[src/rtl/rv_pkg.sv]
// Shared defaults and helpers for the register file and its scoreboard.
package rv_pkg;

    localparam int XLEN_DEF = 32;
    localparam int NREG_DEF = 32;

    // Accepts up to 64 flags; callers zero-extend narrower vectors.
    function automatic int unsigned popcount(input logic [63:0] v);
        int unsigned cnt;
        cnt = 0;
        for (int i = 0; i < 64; i++) begin
            cnt = cnt + 32'(v[i]);
        end
        return cnt;
    endfunction

endpackage

[src/rtl/regfile_scoreboard.sv]
// Per-register busy flags and busy count, with flush > issue > writeback-clear priority.
module regfile_scoreboard
    import rv_pkg::*;
#(
    parameter int NREG = NREG_DEF,
    localparam int AW  = $clog2(NREG)
) (
    input  logic            clk,
    input  logic            rst,
    input  logic            we_i,
    input  logic [AW-1:0]   wa_i,
    input  logic            iss_valid_i,
    input  logic [AW-1:0]   iss_rd_i,
    input  logic            flush_i,
    output logic [NREG-1:0] busy_o,
    output logic [AW:0]     busy_cnt_o
);

    logic [NREG-1:0] busy_q, busy_d;
    logic [AW:0]     cnt_q, cnt_d;

    // Later assignments win: clear on writeback, set on issue, wipe on flush.
    always_comb begin
        busy_d = busy_q;
        if (we_i) begin
            busy_d[wa_i] = 1'b0;
        end
        if (iss_valid_i && (iss_rd_i != '0)) begin
            busy_d[iss_rd_i] = 1'b1;
        end
        if (flush_i) begin
            busy_d = '0;
        end
        busy_d[0] = 1'b0;
        cnt_d = (AW+1)'(popcount(64'(busy_d)));
    end

    always_ff @(posedge clk or negedge rst) begin
        if (!rst) begin
            busy_q <= '0;
            cnt_q  <= '0;
        end else begin
            busy_q <= busy_d;
            cnt_q  <= cnt_d;
        end
    end

    assign busy_o     = busy_q;
    assign busy_cnt_o = cnt_q;

endmodule

[src/rtl/regfile_sb.sv]
// Register file with x0 hard-wired to zero, two read ports and a busy scoreboard.
// Define REGFILE_BYPASS_EN to forward same-cycle writeback data/busy to the read ports.
module regfile_sb
    import rv_pkg::*;
#(
    parameter int XLEN = XLEN_DEF,
    parameter int NREG = NREG_DEF,
    localparam int AW  = $clog2(NREG)
) (
    input  logic            clk,
    input  logic            rst,
    input  logic [AW-1:0]   rr1,
    input  logic [AW-1:0]   rr2,
    output logic [XLEN-1:0] rd1,
    output logic [XLEN-1:0] rd2,
    output logic            busy1,
    output logic            busy2,
    input  logic            we,
    input  logic [AW-1:0]   wa,
    input  logic [XLEN-1:0] wd,
    input  logic            iss_valid,
    input  logic [AW-1:0]   iss_rd,
    input  logic            flush,
    output logic [AW:0]     busy_cnt
);

    logic [XLEN-1:0] regs_q [NREG];
    logic [NREG-1:0] busy_vec;

    always_ff @(posedge clk or negedge rst) begin
        if (!rst) begin
            for (int i = 0; i < NREG; i++) begin
                regs_q[i] <= '0;
            end
        end else if (we && (wa != '0)) begin
            regs_q[wa] <= wd;
        end
    end

    regfile_scoreboard #(.NREG(NREG)) u_sb (
        .clk         (clk),
        .rst         (rst),
        .we_i        (we),
        .wa_i        (wa),
        .iss_valid_i (iss_valid),
        .iss_rd_i    (iss_rd),
        .flush_i     (flush),
        .busy_o      (busy_vec),
        .busy_cnt_o  (busy_cnt)
    );

    // Reset masks the read ports so forwarded write data cannot leak out during reset.
    always_comb begin
        rd1   = regs_q[rr1];
        rd2   = regs_q[rr2];
        busy1 = busy_vec[rr1];
        busy2 = busy_vec[rr2];
`ifdef REGFILE_BYPASS_EN
        if (we && (wa == rr1) && (rr1 != '0)) begin
            rd1   = wd;
            busy1 = 1'b0;
        end
        if (we && (wa == rr2) && (rr2 != '0)) begin
            rd2   = wd;
            busy2 = 1'b0;
        end
`endif
        if (!rst) begin
            rd1   = '0;
            rd2   = '0;
            busy1 = 1'b0;
            busy2 = 1'b0;
        end
    end

endmodule

[config.mk]
export PLATFORM = sky130hd
export DESIGN_NAME = regfile_sb
export DESIGN_NICKNAME = d
export VERILOG_FILES = /design/src/rtl/rv_pkg.sv /design/src/rtl/regfile_scoreboard.sv /design/src/rtl/regfile_sb.sv
export SDC_FILE = /design/constraint.sdc
export NUM_CORES = 2
export LEC_CHECK = 0
export CAP_MARGIN = 40
export CORE_AREA = 5 5 346 348
export CTS_CLUSTER_DIAMETER = 50
export DETAILED_ROUTE_END_ITERATION = 8
export DIE_AREA = 0 0 351 353
export GPL_TIMING_DRIVEN = 1
export PLACE_DENSITY_LB_ADDON = 0.15
export SLEW_MARGIN = 20
export SYNTH_ARGS = -nofsm -noshare
export SYNTH_HDL_FRONTEND = slang
export SYNTH_HIERARCHICAL = 1
export SYNTH_SLANG_ARGS = --single-unit
export TNS_END_PERCENT = 100
[constraint.sdc]
create_clock -name clk -period 6.23 [get_ports clk]
set_input_delay 1.246 -clock clk [delete_from_list [all_inputs] [get_ports clk]]
set_output_delay 1.246 -clock clk [all_outputs]
set_load 0.02 [all_outputs]
Word-level counts from Yosys, hierarchy flattened

Cells that the tools add are included.

Reductions and logical operators: 7
Bitwise gates (word level): 6
Add/sub/neg operators: 30
Mux-type cells: 24
$lt $le $gt $ge: 10

Operators with widths:

| cell               | count |
|---|---|
| $bwmux 1024        | 1 |
| $bmux 32 s5        | 2 |
| $mux 32            | 10 |
| $add 6x1->6        | 29 |
| $demux 32 s5       | 1 |
| $and 32x32->32     | 1 |
| $not 32->32        | 1 |
| $or 32x32->32      | 1 |
| $lt 5x6->1 const B | 4 |
| $ge 6x6->1 const B | 3 |
| $not 5->6          | 3 |
| $bmux 1 s5         | 2 |
| $demux 1 s5        | 2 |
| $ge 5x1->1 const B | 2 |
| $reduce_bool 5->1  | 2 |
| $lt 6x1->1 const B | 1 |
| $mux 1             | 6 |
| $logic_and 1x1->1  | 5 |
| $add 1x1->2        | 1 |

Flip-flop bits (word level): 1061
Bits of input ports: 57
Logic and storage cells: 111
Output and inout port bits: 72

Longest topological paths before layout

Depth after elaboration: 40
Mapped depth: 20
Depth with buffers taken out: 19

Hierarchy

Netlist, hierarchy kept.

Modules (own cells, without submodules):

| module             | cells each | instances | area each (sq um) | sequential area each (sq um) |
|---|---|---|---|---|
| regfile_sb         | 3584       | 1         | 55030.3           | 25624.6 |
| regfile_scoreboard | 249        | 1         | 2499.9            | 925.9 |

Worst setup path after synthesis

No wires, ideal clock.

Kind: input to register
Start point: input port flush
End point: register u_sb.cnt_q[4] (netlist: u_sb/busy_cnt_o[4])
Stages on the path: 17
Buffers on the path: 1
Slack: -0.037 ns
Arrival: 6.187 ns
Setup time: 0.080 ns
Data required time: 6.150 ns
Path through: or4b_1 -> buf_4 -> o21a_1 -> fa_1 -> fa_1 -> inv_1 -> fa_1 -> inv_1 -> fa_1 -> fa_1 -> fa_1 -> fa_1 -> inv_1 -> fa_1 -> a21o_1 -> a21oi_1 -> xnor2_1

Word-level cells in the longest chain between the ends: 31

RTL lines:

| element                    | line                     | text |
|---|---|---|
| start: declaration         | regfile_sb.sv:23         | `input logic flush,` |
| $mux 32 *                  | regfile_scoreboard.sv:31 | `if (flush_i) begin` |
| $add 1x1->2                | rv_pkg.sv:12             | `cnt = cnt + 32'(v[i]);` |
| $add 6x1->6 (28 in series) | rv_pkg.sv:12             |  |
| $add 6x1->6 *              | rv_pkg.sv:12             |  |
| named net u_sb.cnt_d[4]    | regfile_scoreboard.sv:20 | `logic [AW:0] cnt_q, cnt_d;` |
| end signal: assignment     | regfile_scoreboard.sv:44 | `cnt_q <= cnt_d;` |
| end: declaration           | regfile_scoreboard.sv:20 |  |

Mark *: on every way through the listed nets, which the timed path passes. The rest lies on a longest branch.
A chain may end at the register's enable or synchronous reset.

Final worst setup path

Same ends and word-level chain as after synthesis.

==> reports/results.md <==
| Step | Item | Reported |
|---|---|---|
| cells and area | Non-Filler Instances | 5,597 |
| cells and area | Most frequent cells in the layout | sky130_fd_sc_hd__mux2_2 (1,109), sky130_fd_sc_hd__dfrtp_1 (1,061), sky130_fd_sc_hd__mux4_2 (462), sky130_fd_sc_hd__buf_4 (212), sky130_fd_sc_hd__clkbuf_16 (144) |
| die | Initial Utilization | 49.6% |
| sta | Clock Skews | 0.0124 ns |
| synthesis | Number of library cell types mapped by synthesis | 51 |
| worst setup path | Critical Path Start Type | input pin |
| worst setup path | Critical Path AT | 6.80 ns |
| die | Vertical extent of the die | 353 µm |
| placement | RD Place Congestion | 0.926 |
| die | Number of I/O pins | 129 |
| clock tree | Maximum level of the CTS H-tree | 4 |
| routing | Iter 0 DRT Violations | 3,538 |
| clock tree | Count of hold buffers inserted by post-cts repair | 0 |
| cells and area | Final design utilization | 57.6% |
| cells and area | # fillers | 9,048 |
| min path | Type of the worst min-delay path | reg2reg |
| worst setup path | Required arrival time at the worst endpoint | 6.90 ns |
| clock tree | Post-CTS Setup Bufs | 0 |
| power and ir drop | Share of total power in the clock network | 38.2% |
| worst setup path | Slowest stage delay, CP | 0.54 ns |
| worst setup path | Crit-path cells | clkdlybuf4s50_1, or4b_1, buf_4, o21a_1, fa_1, fa_1, inv_1, fa_1, inv_1, fa_1, fa_1, fa_1, fa_1, inv_1, fa_2, a21o_1, a21oi_2, xnor2_1 |
| worst setup path | Maximum fanout encountered on the critical timing path | 8 |
| grt | Wire length of the first global-routing pass | 279,000 µm |
| worst setup path | Worst reg2reg path endpoint | u_sb/busy_cnt_o[4]$_DFF_PN0_ |
| synthesis | Mean cell area of the mapped netlist | 15.0 µm² |
| clock tree | Clock buffers created by TritonCTS | 136 |
| synthesis | Post-synth ARST share | 100% |
| clock tree | Quantity of gates resized following cts | 0 |
| power and ir drop | Total power draw | 21.4 mW |
| job | Max Cap Viol | 0 |
| sta | Setup ws final | 0.101 ns |
| synthesis | Yosys warning total | 6 |
| power and ir drop | Net Sw Power | 5.70 mW |
| grt | Number of global-route vias before repair | 39,100 |
| clock tree | Clock tree from TritonCTS | built |
| worst setup path | Beginning of the worst register-to-register path | u_sb/busy_o[26]$_DFF_PN0_ |
| placement | Count of input and output buffers | 128 |
| min path | Worst Hold Launch | regs_q[1015]$_DFFE_PN0P_ |
| worst setup path | Register-to-register setup slack | 1.09 ns |
| min path | Destination of the worst hold path | regs_q[1015]$_DFFE_PN0P_ |
| cells and area | Area added between synthesis and finish | 16.1% |
| cells and area | Most common cell after layout, fill and taps aside | sky130_fd_sc_hd__mux2_2 |
| worst setup path | Kind of end point of the critical path | flip-flop |
| power and ir drop | Worst voltage drop across the vdd grid | 0.270 mV |
| min path | Number of cells traversed by the worst hold path | 0 |
| power and ir drop | Sequential power share | 42.4% |
| worst setup path | Cell depth of the worst flop-to-flop path | 18 |
| worst setup path | Critical path class | in2reg |
| routing | DRC violations left | 0 |
| routing | Detailed-router iteration count before antenna repair | 5 |
| sta | Relative max-transition margin | 38.9% |
| worst setup path | Most prevalent standard cell on the critical path | sky130_fd_sc_hd__fa_1 |
| die | Placeable core area | 0.116 mm² |
| clock tree | Number of buffers on the longest clock path | 3 |
| die | Placement Rows | 125 |
| sta | Period Utilization, post-route | 98.4% |
| routing | Detailed-route wire length | 189,000 µm |
| placement | Half-perimeter wire length of the detailed placement result | 123,000 µm |
| outcome | Status | complete, no violations |
| synthesis | Sequential area share after synthesis | 46.2% |
| sta | Finish-stage setup viols | 0 |
| power and ir drop | Sw Share | 26.6% |
| worst setup path | Highest-delay cell along the critical path | sky130_fd_sc_hd__or4b_1 |
| routing | Vias/cell | 6.70 |
| sta | Max Slew Vio Count | 0 |
| die | Die Span X | 351 µm |
| cells and area | Proportion of layout cells with a drive suffix above 1 | 53.3% |
| sta | Slew at the pin with the worst max-slew slack | 0.915 ns |
| sta | Final worst path period need | 6.13 ns |
| synthesis | Number of storage elements in the synthesis netlist | 1,061 |
| clock tree | Clock Root Buffer | sky130_fd_sc_hd__clkbuf_16 |
| grt | Total global routing overflow | 0 |
| routing | Remaining antenna violation count after routing | 0 |
| grt | Maximum number of pins on one net before global-route repair | 62 |
| synthesis | Mapped Cells | 3,833 |
| sta | Highest Clock Rate | 0.163 GHz |
| sta | Number of hold violations in the final report | 0 |
| clock tree | Number of sinks handled by clock tree synthesis | 1,061 |
| synthesis | Summed instance area of the synthesized netlist | 0.0575 mm² |
| grt | Overall fraction of global-route tracks in use | 30.8% |
| synthesis | Synth Net Count | 3,920 |
| clock tree | Clock transition at the register clock pins on the worst setup and hold paths after CTS | 0.06 ns |
| die | Area enclosed by the die boundary | 0.124 mm² |
| synthesis | EDFF count, synth | 0 |
| power and ir drop | Pwr per Cell Area | 321 mW/mm² |
| synthesis | Top FF cell, synth | sky130_fd_sc_hd__dfrtp_1 |
| grt | Antenna violations before repair | 6 |
| routing | Via Count | 37,500 |
| power and ir drop | Int Pwr | 15.7 mW |
| placement | Pre-CTS WS | -0.680 ns |
| cells and area | Number of nets at the end of the flow | 4,053 |
| sta | Setup repair after global routing missed its margin | no |
| routing | Average wire per cell in the routed design | 33.7 µm |
| placement | Total placed cells including tap cells | 5,350 |
| clock tree | Clock latency at the later pin of the worst-skew pair | 0.75 ns |
| power and ir drop | Combinational share of power | 19.4% |
| power and ir drop | Leak Pwr | 28.9 nW |
## cells by family (layout without fill, tap and decap cells)
logic type	after synthesis	after routing	share of synthesized area [%]
multiplexers	1718	1718	42.4
flip-flops	1061	1061	46.2
buffers and inverters	465	702	4.17
AO/OA/AOI/OAI	392	392	4.78
AND/OR/NAND/NOR	163	163	1.51
adder cells (fa/ha/maj)	30	30	0.953
XOR/XNOR	3	3	0.0457
other	1	4	0.00652
## synth_stat cells, types with 29 or more instances
cell	n	share of area (%)
sky130_fd_sc_hd__a221oi_1	46	0.70
sky130_fd_sc_hd__nor2b_1	34	0.37
sky130_fd_sc_hd__o21ai_0	47	0.41
sky130_fd_sc_hd__mux2i_1	132	2.3
sky130_fd_sc_hd__buf_4	52	0.68
sky130_fd_sc_hd__mux4_2	462	18
sky130_fd_sc_hd__dfrtp_1	1061	46
sky130_fd_sc_hd__o221ai_1	66	1.0
sky130_fd_sc_hd__a22oi_1	66	0.86
sky130_fd_sc_hd__buf_6	29	0.57
sky130_fd_sc_hd__nand2_1	59	0.38
sky130_fd_sc_hd__a31oi_1	66	0.72
sky130_fd_sc_hd__inv_1	31	0.20
sky130_fd_sc_hd__clkbuf_1	222	1.4
sky130_fd_sc_hd__mux2_2	1109	22
sky130_fd_sc_hd__o21ai_1	61	0.53
sky130_fd_sc_hd__buf_2	111	0.97
## state kept, by name (all words and copies together) (netlist names)
name / flops
regs_q: 1024
u_sb/busy_cnt_o: 6
u_sb/busy_o: 31
## through the flow
stage	area (µm²)	hold WS, ns	TNS [ns]
6_report	66800	0.394	0
5_1_grt	66800	0.410	0
4_1_cts	66800	0.397	0
3_5_place_dp	62100	0.384	-2.57
3_3_place_gp	61100	0.376	-2.72
2_1_floorplan	57500	0.441	0
## metal layers
metal  global-route usage (%)  routed length [µm]  vias up
met2                     47.3               88400     1476
met3                     6.81               13500      377
met4                     11.7                7550        4
li1                         -                   -    15200
met5                        0                  27        -
met1                     43.2               79300    20500
## worst max-delay path by stage
stage	from	endpoint	slack, ns	depth (start not counted)
2_1_floorplan	flush	u_sb/busy_cnt_o[4]$_DFF_PN0_	0.04	17
3_3_place_gp	wa[3]	u_sb/busy_cnt_o[4]$_DFF_PN0_	-0.71	17
3_5_place_dp	wa[2]	u_sb/busy_cnt_o[4]$_DFF_PN0_	-0.68	17
4_1_cts	wa[2]	u_sb/busy_cnt_o[4]$_DFF_PN0_	0.08	17
5_1_grt	flush	u_sb/busy_cnt_o[4]$_DFF_PN0_	0.008	18
6_report	flush	u_sb/busy_cnt_o[4]$_DFF_PN0_	0.10	18
## worst max-delay path: cells and delay by family
family	cells	cell delay (ns)
simple gates	1	0.54
fa+ha+maj	8	3.51
buf+inv	5	0.82
compound gates	3	0.55
xor+xnor	1	0.12
## power by group through the flow
| stage | clock (mW) | sequential, mW | combinational (mW) |
|---|---|---|---|
| 2_1_floorplan | 0 | 8.85 | 3.07 |
| 3_3_place_gp | 0 | 9.10 | 4.02 |
| 3_5_place_dp | 0 | 9.16 | 4.13 |
| 4_1_cts | 8.31 | 9.05 | 4.15 |
| 5_1_grt | 8.61 | 9.23 | 4.45 |
| 6_report | 8.20 | 9.09 | 4.15 |
## layout make-up
| cell class | instances | area [µm²] | area share, % |
|---|---|---|---|
| diodes | 3 | 7.51 | 0.0112 |
| flip-flops and latches | 1061 | 26600 | 39.7 |
| well taps | 1524 | 1910 | 2.85 |
| repair buffers | 429 | 4660 | 6.97 |
| clock buffers | 189 | 3990 | 5.98 |
| inverters | 31 | 121 | 0.182 |
| multi-input cells | 2307 | 28900 | 43.2 |
| clock inverters | 53 | 706 | 1.06 |
Power figures use the tool's default switching activity.
